$ cat config.mk
export PLATFORM = sky130hd
export DESIGN_NAME = dac_wave_sequencer
export DESIGN_NICKNAME = d
export VERILOG_FILES = /design/src/rtl/mcp4725_pkg.sv /design/src/rtl/dac_rate_tick.sv /design/src/rtl/dac_wave_sequencer.sv
export SDC_FILE = /design/constraint.sdc
export NUM_CORES = 1
export LEC_CHECK = 0
export BUFFER_PORTS_ARGS = -buffer_cell sky130_fd_sc_hd__buf_2
export CAP_MARGIN = 20
export CORE_MARGIN = 2
export CORE_UTILIZATION = 40
export CTS_BUF_LIST = sky130_fd_sc_hd__clkbuf_16
export DETAILED_ROUTE_END_ITERATION = 12
export GPL_TIMING_DRIVEN = 0
export PLACE_DENSITY_LB_ADDON = 0.2
export SKIP_CTS_REPAIR_TIMING = 1
export SYNTH_ARGS = -nofsm -noshare
export SYNTH_HDL_FRONTEND = slang
export SYNTH_HIERARCHICAL = 1
export SYNTH_SLANG_ARGS = --single-unit
$ cat constraint.sdc
create_clock -name CLOCK -period 7.4 [get_ports CLOCK]
set_input_delay 1.48 -clock CLOCK [delete_from_list [all_inputs] [get_ports CLOCK]]
set_output_delay 1.48 -clock CLOCK [all_outputs]
set_load 0.005 [all_outputs]
$ cat src/rtl/mcp4725_pkg.sv
// Shared encodings for the MCP4725 waveform sequencer: modes, I2C core call codes, FSM states.
package mcp4725_pkg;

    localparam logic [1:0] MODE_LEVEL  = 2'd0;
    localparam logic [1:0] MODE_SAW    = 2'd1;
    localparam logic [1:0] MODE_TRI    = 2'd2;
    localparam logic [1:0] MODE_SQUARE = 2'd3;

    localparam logic [1:0] CALL_WRITE = 2'b10;
    localparam logic [1:0] CALL_IDLE  = 2'b00;

    localparam logic [11:0] DAC_MAX = 12'd4095;
    localparam logic [11:0] DAC_MID = 12'd2048;

    localparam logic [1:0] ST_IDLE = 2'd0;
    localparam logic [1:0] ST_CALL = 2'd1;
    localparam logic [1:0] ST_GAP  = 2'd2;

    // Fast-write first byte: command bits and power-down bits all zero.
    function automatic logic [7:0] dac_addr_byte(input logic [11:0] code);
        return {4'b0000, code[11:8]};
    endfunction

endpackage

$ cat src/rtl/dac_rate_tick.sv
// Sample-rate divider: one-cycle tick every RATE_DIV clocks while enabled.
module dac_rate_tick #(
    parameter int unsigned RATE_DIV = 50000
) (
    input  logic CLOCK,
    input  logic RESET,
    input  logic iEnable,
    output logic oTick
);

    localparam int unsigned CW = (RATE_DIV > 1) ? $clog2(RATE_DIV) : 1;
    localparam logic [CW-1:0] LAST = CW'(RATE_DIV - 1);

    logic [CW-1:0] count_q;

    always_ff @(posedge CLOCK or posedge RESET) begin
        if (RESET) begin
            count_q <= '0;
        end else if (!iEnable || (count_q == LAST)) begin
            count_q <= '0;
        end else begin
            count_q <= count_q + CW'(1);
        end
    end

    // Gated so a tick cannot escape on the cycle enable drops.
    assign oTick = iEnable && (count_q == LAST);

endmodule

$ cat src/rtl/dac_wave_sequencer.sv
// Generates DAC codes per sample tick and hands each one to the MCP4725 I2C write core.
module dac_wave_sequencer
    import mcp4725_pkg::*;
#(
    parameter int unsigned RATE_DIV = 50000
) (
    input  logic        CLOCK,
    input  logic        RESET,
    input  logic        iEnable,
    input  logic [1:0]  iMode,
    input  logic [11:0] iStep,
    input  logic [11:0] iLevel,
    output logic [1:0]  oCall,
    input  logic        iDone,
    output logic [7:0]  oAddr,
    output logic [7:0]  oData,
    output logic [11:0] oCode,
    output logic        oBusy,
    output logic        oOverrun
);

    logic        tick;
    logic [1:0]  state_q, state_d;
    logic [11:0] code_q, code_d, next_code;
    logic        down_q, down_d, next_down;
    logic        overrun_q, overrun_d;
    logic [12:0] sum;

    dac_rate_tick #(
        .RATE_DIV(RATE_DIV)
    ) u_rate_tick (
        .CLOCK  (CLOCK),
        .RESET  (RESET),
        .iEnable(iEnable),
        .oTick  (tick)
    );

    assign sum = {1'b0, code_q} + {1'b0, iStep};

    // Direction falls back to up on any non-triangle sample, so entering triangle starts rising.
    always_comb begin
        next_code = code_q;
        next_down = 1'b0;
        case (iMode)
            MODE_LEVEL: next_code = iLevel;
            MODE_SAW:   next_code = sum[11:0];
            MODE_TRI: begin
                if (!down_q) begin
                    if (sum[12]) begin
                        next_code = DAC_MAX;
                        next_down = 1'b1;
                    end else begin
                        next_code = sum[11:0];
                    end
                end else if (code_q < iStep) begin
                    next_code = '0;
                end else begin
                    next_code = code_q - iStep;
                    next_down = 1'b1;
                end
            end
            MODE_SQUARE: next_code = (code_q < DAC_MID) ? DAC_MAX : '0;
            default:     next_code = code_q;
        endcase
    end

    always_comb begin
        state_d   = state_q;
        code_d    = code_q;
        down_d    = down_q;
        overrun_d = overrun_q | (tick && (state_q != ST_IDLE));
        case (state_q)
            ST_IDLE: begin
                if (tick) begin
                    code_d  = next_code;
                    down_d  = next_down;
                    state_d = ST_CALL;
                end
            end
            ST_CALL: if (iDone) state_d = ST_GAP;
            ST_GAP:  state_d = ST_IDLE;
            default: state_d = ST_IDLE;
        endcase
    end

    always_ff @(posedge CLOCK or posedge RESET) begin
        if (RESET) begin
            state_q   <= ST_IDLE;
            code_q    <= '0;
            down_q    <= 1'b0;
            overrun_q <= 1'b0;
        end else begin
            state_q   <= state_d;
            code_q    <= code_d;
            down_q    <= down_d;
            overrun_q <= overrun_d;
        end
    end

    assign oCall    = (state_q == ST_CALL) ? CALL_WRITE : CALL_IDLE;
    assign oBusy    = (state_q == ST_CALL);
    assign oCode    = code_q;
    assign oAddr    = dac_addr_byte(code_q);
    assign oData    = code_q[7:0];
    assign oOverrun = overrun_q;

endmodule

---- After elaboration in Yosys (flattened, before gate mapping) ----
Cells that the tools add are included.
word-level totals
  flip-flop bits (word level) ............. 32
  input bits .............................. 30
  output and inout bits ................... 32
  word-level logic and storage cells ...... 41
cells by class
  add/sub/neg operators ................... 3
  order comparisons ....................... 2
  eq/ne operators ......................... 7
  multiplexer cells ....................... 14
  bitwise operators ....................... 1
  reductions and logical operators ........ 9
operators with widths
  cell                     number
  $mux W12                 4
  $pmux W12 S4             1
  $add A16 B1 Y16 const B  1
  $eq A16 B16 Y1 const B   1
  $mux W16                 1
  $add A12 B12 Y13         1
  $lt A12 B12 Y1           1
  $lt A12 B12 Y1 const B   1
  $sub A12 B12 Y12         1
  $mux W2                  3
  $eq A2 B1 Y1 const B     2
  $eq A2 B2 Y1 const B     2
  $logic_not A2 Y1         2
  $mux W1                  4
  $ne A2 B2 Y1 const B     2
  $pmux W2 S2              1
  $reduce_and A2 Y1        2
  $logic_and A1 B1 Y1      2
  $reduce_bool A2 Y1       1
  $logic_not A1 Y1         1
  $logic_or A1 B1 Y1       1
  $or A1 B1 Y1             1

---- Depth between registers and ports, before layout ----
  word-level depth ........................ 4
  mapped depth ............................ 11
  depth with buffers taken out ............ 11

---- Cells and area by module ----
The synthesis kept the hierarchy.
modules (own cells, without submodules)
  module              times used  cells each  area each (um^2)  seq. area each (um^2)
  dac_wave_sequencer  1           311         2377.3            400.4
  dac_rate_tick       1           84          813.3             400.4

---- Least setup slack after synthesis ----
No wires, ideal clock.
  kind .................................... in2reg
  start ................................... input iStep[0]
  end ..................................... register code_q[9], in the netlist oCode[9]
  arrival time ............................ 3703 ps
  path slack .............................. 3576 ps
  cell stages on the path ................. 10
  buffers on the path ..................... 0
  path through ............................ ha_1 -> inv_1 -> fa_1 -> a211o_1 -> a2111oi_4 -> nor3_2 -> a311oi_4 -> a21o_2 -> o221ai_2 -> a32o_1
between the ends
  longest elaborated chain between the ends .. 4
ends and longest elaborated chain
  element                                         line                                                source
  start: declaration                              dac_wave_sequencer.sv:11                            input logic [11:0] iStep,
  $add A12 B12 Y13, or another cell as far along  dac_wave_sequencer.sv:38                            assign sum = {1'b0, code_q} + {1'b0, iStep};
  $mux W12 (on tied branches)                     dac_wave_sequencer.sv:49, dac_wave_sequencer.sv:55
  $mux W12                                        dac_wave_sequencer.sv:48                            if (!down_q) begin
  $pmux W12 S4 *                                  dac_wave_sequencer.sv:44                            case (iMode)
  end signal: assignment                          dac_wave_sequencer.sv:94                            code_q <= code_d;
  end: declaration                                dac_wave_sequencer.sv:24                            logic [11:0] code_q, code_d, next_code;
Every way passes the cells marked *; elsewhere a longest branch is shown, timed or not.
A chain may end at the register's enable or synchronous reset.

---- Worst setup path after layout ----
  start ................................... input iStep[0]
  end ..................................... register code_q[3], in the netlist oCode[3]
Same word-level chain as after synthesis.

==> flow_summary.ini <==
[power]
switching_share_pct = 24.4
p_int_w = 0.000363
p_sw_w = 0.000117
seqPwrFrac_pct = 37.0
power_density_nw_per_um2 = 127
p_clk_share_pct = 48.2
ir_worst_vdd_mv = 0.109
p_leak_nw = 1.83
combPwrFrac_pct = 14.7
total_power_w = 0.000480

[critical_path]
cp_max_fo = 7
critical_path_class = input port to flop
crit_start = iStep[0]
ff2ff_setup_slack_ps = 4120
arrival_ps = 4240
critical_path_required_ps = 7560
timing.rr.start = oCode[0]
crit_path_end_kind = flop
cp-start-kind = input port

[routing]
route.detailed.drc = 0
drt_first_iter_violations = 201
wl_per_cell_um = 14.7
wl_um = 8310
drtAntennaViolNets = 0
viasPerCell = 5.27
drt_pass1_iterations = 5
vias = 2975

[synthesis]
synth_area_leaders = dfrtp_1 (25%), ha_1 (9.8%), xnor2_1 (5.8%)
async_flop_share_pct = 100
yosysTopAreaCell = dfrtp_1
ys_seq_area_share_pct = 25.1
yosysTopAreaCellShare_pct = 25.1
synthesis.area_um2 = 3190
ys_top_cells_by_count = nor2_1 (48), inv_1 (36), dfrtp_1 (32)
ys_warn_count = 6
synth_seq_cells = 32
syn_area_per_cell_um2 = 8.08
synth_edf_count = 0
netlist_instances = 395
ys.flop_type = dfrtp_1
synth.distinct_cells = 65
yosysMostFrequentCell = nor2_1

[timing]
fin_tns_setup_ps = 0
finalCriticalPeriod_ps = 4080
hold_violations = 0
final.setup_skew_ps = 5.82
drv_slew = 0
finalCritPeriodShare_pct = 55.1
slew_headroom_pct = 54.7
setup_viol = 0
max_freq_mhz = 245
tightestPinTransition_ps = 677
rsz0062_at_grt = false

[global_route]
grt_first_pass_wirelength_um = 13600
grt_overflow = 0
grt_max_degree = 17
antenna_found_initial = 0
use_met1_pct = 29.2
grt_pass1_vias = 2734
use_met2_pct = 31.4
grt-busiest-layer = met2
grt_usage_pct = 19.9
met3_usage_pct = 2.58

[floorplan]
start_util_pct = 41.3
core-area_um2 = 7730
die_width_um = 93.3
num_rows = 32
fp.dieH_um = 93.3
die-area_um2 = 8710
ios = 62

[hold_path]
hold_start = oOverrun
min_path_type = flop to flop

[placed_design]
io_buffers = 56
dpl.hpwl_um = 6510
routabilityCongestion = 0.833

[clock_network]
path_clk_slew_ps = 50
clk_latency_ps = 270
htree_levels = 2
clockBufferDepth = 2
clock-sinks = 32
cts_tree = built
cts-root-buf = clkbuf_16
cts-buffers-inserted = 5

[cells_and_area]
diodes = 0
fin_nets = 519
nFillCells = 776
layout-drive-gt1-share_pct = 22.7
area_growth_pct = 18.4

[status]
outcome = completed

[job]
cap_violations = 0
state kept, by name (all words and copies together) (netlist names):
name,count
u_rate_tick/count_q,16
oCode,12
state_q,2
down_q,1
oOverrun,1
path summary, 6_finish.rpt:
kind / depth (start not counted) / to
setup / recovery: 11 / oCode[3]
setup reg to reg: 11 / oCode[3]
hold / removal: 1 / oOverrun
min in group asynchronous: 2 / u_rate_tick/count_q[1]
max in group asynchronous: 2 / oCode[10]
hold reg to reg: 1 / oOverrun
power by group through the flow:
stage                     Combinational, W  Sequential, W  Clock, W
after floorplan                  0.0000495       0.000181         0
after global placement           0.0000698       0.000181         0
after detailed placement         0.0000705       0.000181         0
after CTS                        0.0000710       0.000178  0.000235
after global routing             0.0000798       0.000178  0.000241
final                            0.0000708       0.000178  0.000232
through the flow:
stage	hold WS, ps	instance area (µm²)	utilization (%)	instances	setup WS [ps]
6_report	477	3780	48.9	565	3320
3_3_place_gp	448	3610	46.8	557	3100
4_1_cts	487	3780	48.9	565	3350
2_1_floorplan	450	3210	-	399	3580
3_5_place_dp	471	3610	46.8	557	3070
5_1_grt	488	3780	48.9	565	3160
worst max-delay path: stages:
cell	delay, ps
buf_2	90
ha_1	170
inv_1	60
fa_1	450
a211o_1	380
a2111oi_4	330
nor3_2	130
a311oi_4	520
a21oi_2	220
a31o_1	230
a22o_1	180
cell usage in the layout (no fill, tap or decap), drive strengths merged, types with 6 or more instances in the layout:
| master | instances |
|---|---|
| a21o | 6 |
| o21a | 6 |
| nand4 | 6 |
| nor2 | 48 |
| nand2 | 31 |
| inv | 37 |
| ha | 25 |
| nand3 | 8 |
| dfrtp | 32 |
| buf | 81 |
| o31ai | 6 |
| clkbuf | 10 |
| a21oi | 26 |
| xnor2 | 21 |
| nor3 | 13 |
| o21ai | 22 |
metal layers:
metal,up-vias,part of all wire (%)
li1,1492,-
met1,1397,50
met2,81,45
met3,5,4.1
met4,0,0.70
met5,-,0
cell type report:
class / instances / area [µm²] / area share, %
multi-input combinational: 301 / 2020 / 53.5
sequential: 32 / 801 / 21.2
timing repair buffer: 56 / 280 / 7.42
buffer: 30 / 249 / 6.59
inverter: 36 / 135 / 3.58
tap: 102 / 128 / 3.38
clock buffer: 5 / 125 / 3.31
clock inverter: 3 / 38.8 / 1.03
logic make-up (layout without fill, tap and decap cells):
| logic type | Yosys count | after routing | synth area share [%] |
|---|---|---|---|
| AND/OR/NAND/NOR | 137 | 137 | 20.8 |
| other | 1 | 5 | 0.118 |
| flip-flops | 32 | 32 | 25.1 |
| buffers and inverters | 66 | 130 | 12.0 |
| multiplexers | 1 | 1 | 0.314 |
| AO/OA/AOI/OAI | 106 | 106 | 23.7 |
| adder cells (fa/ha/maj) | 27 | 27 | 11.1 |
| XOR/XNOR | 25 | 25 | 6.86 |
Note: power is estimated with default switching activity, not from simulation.
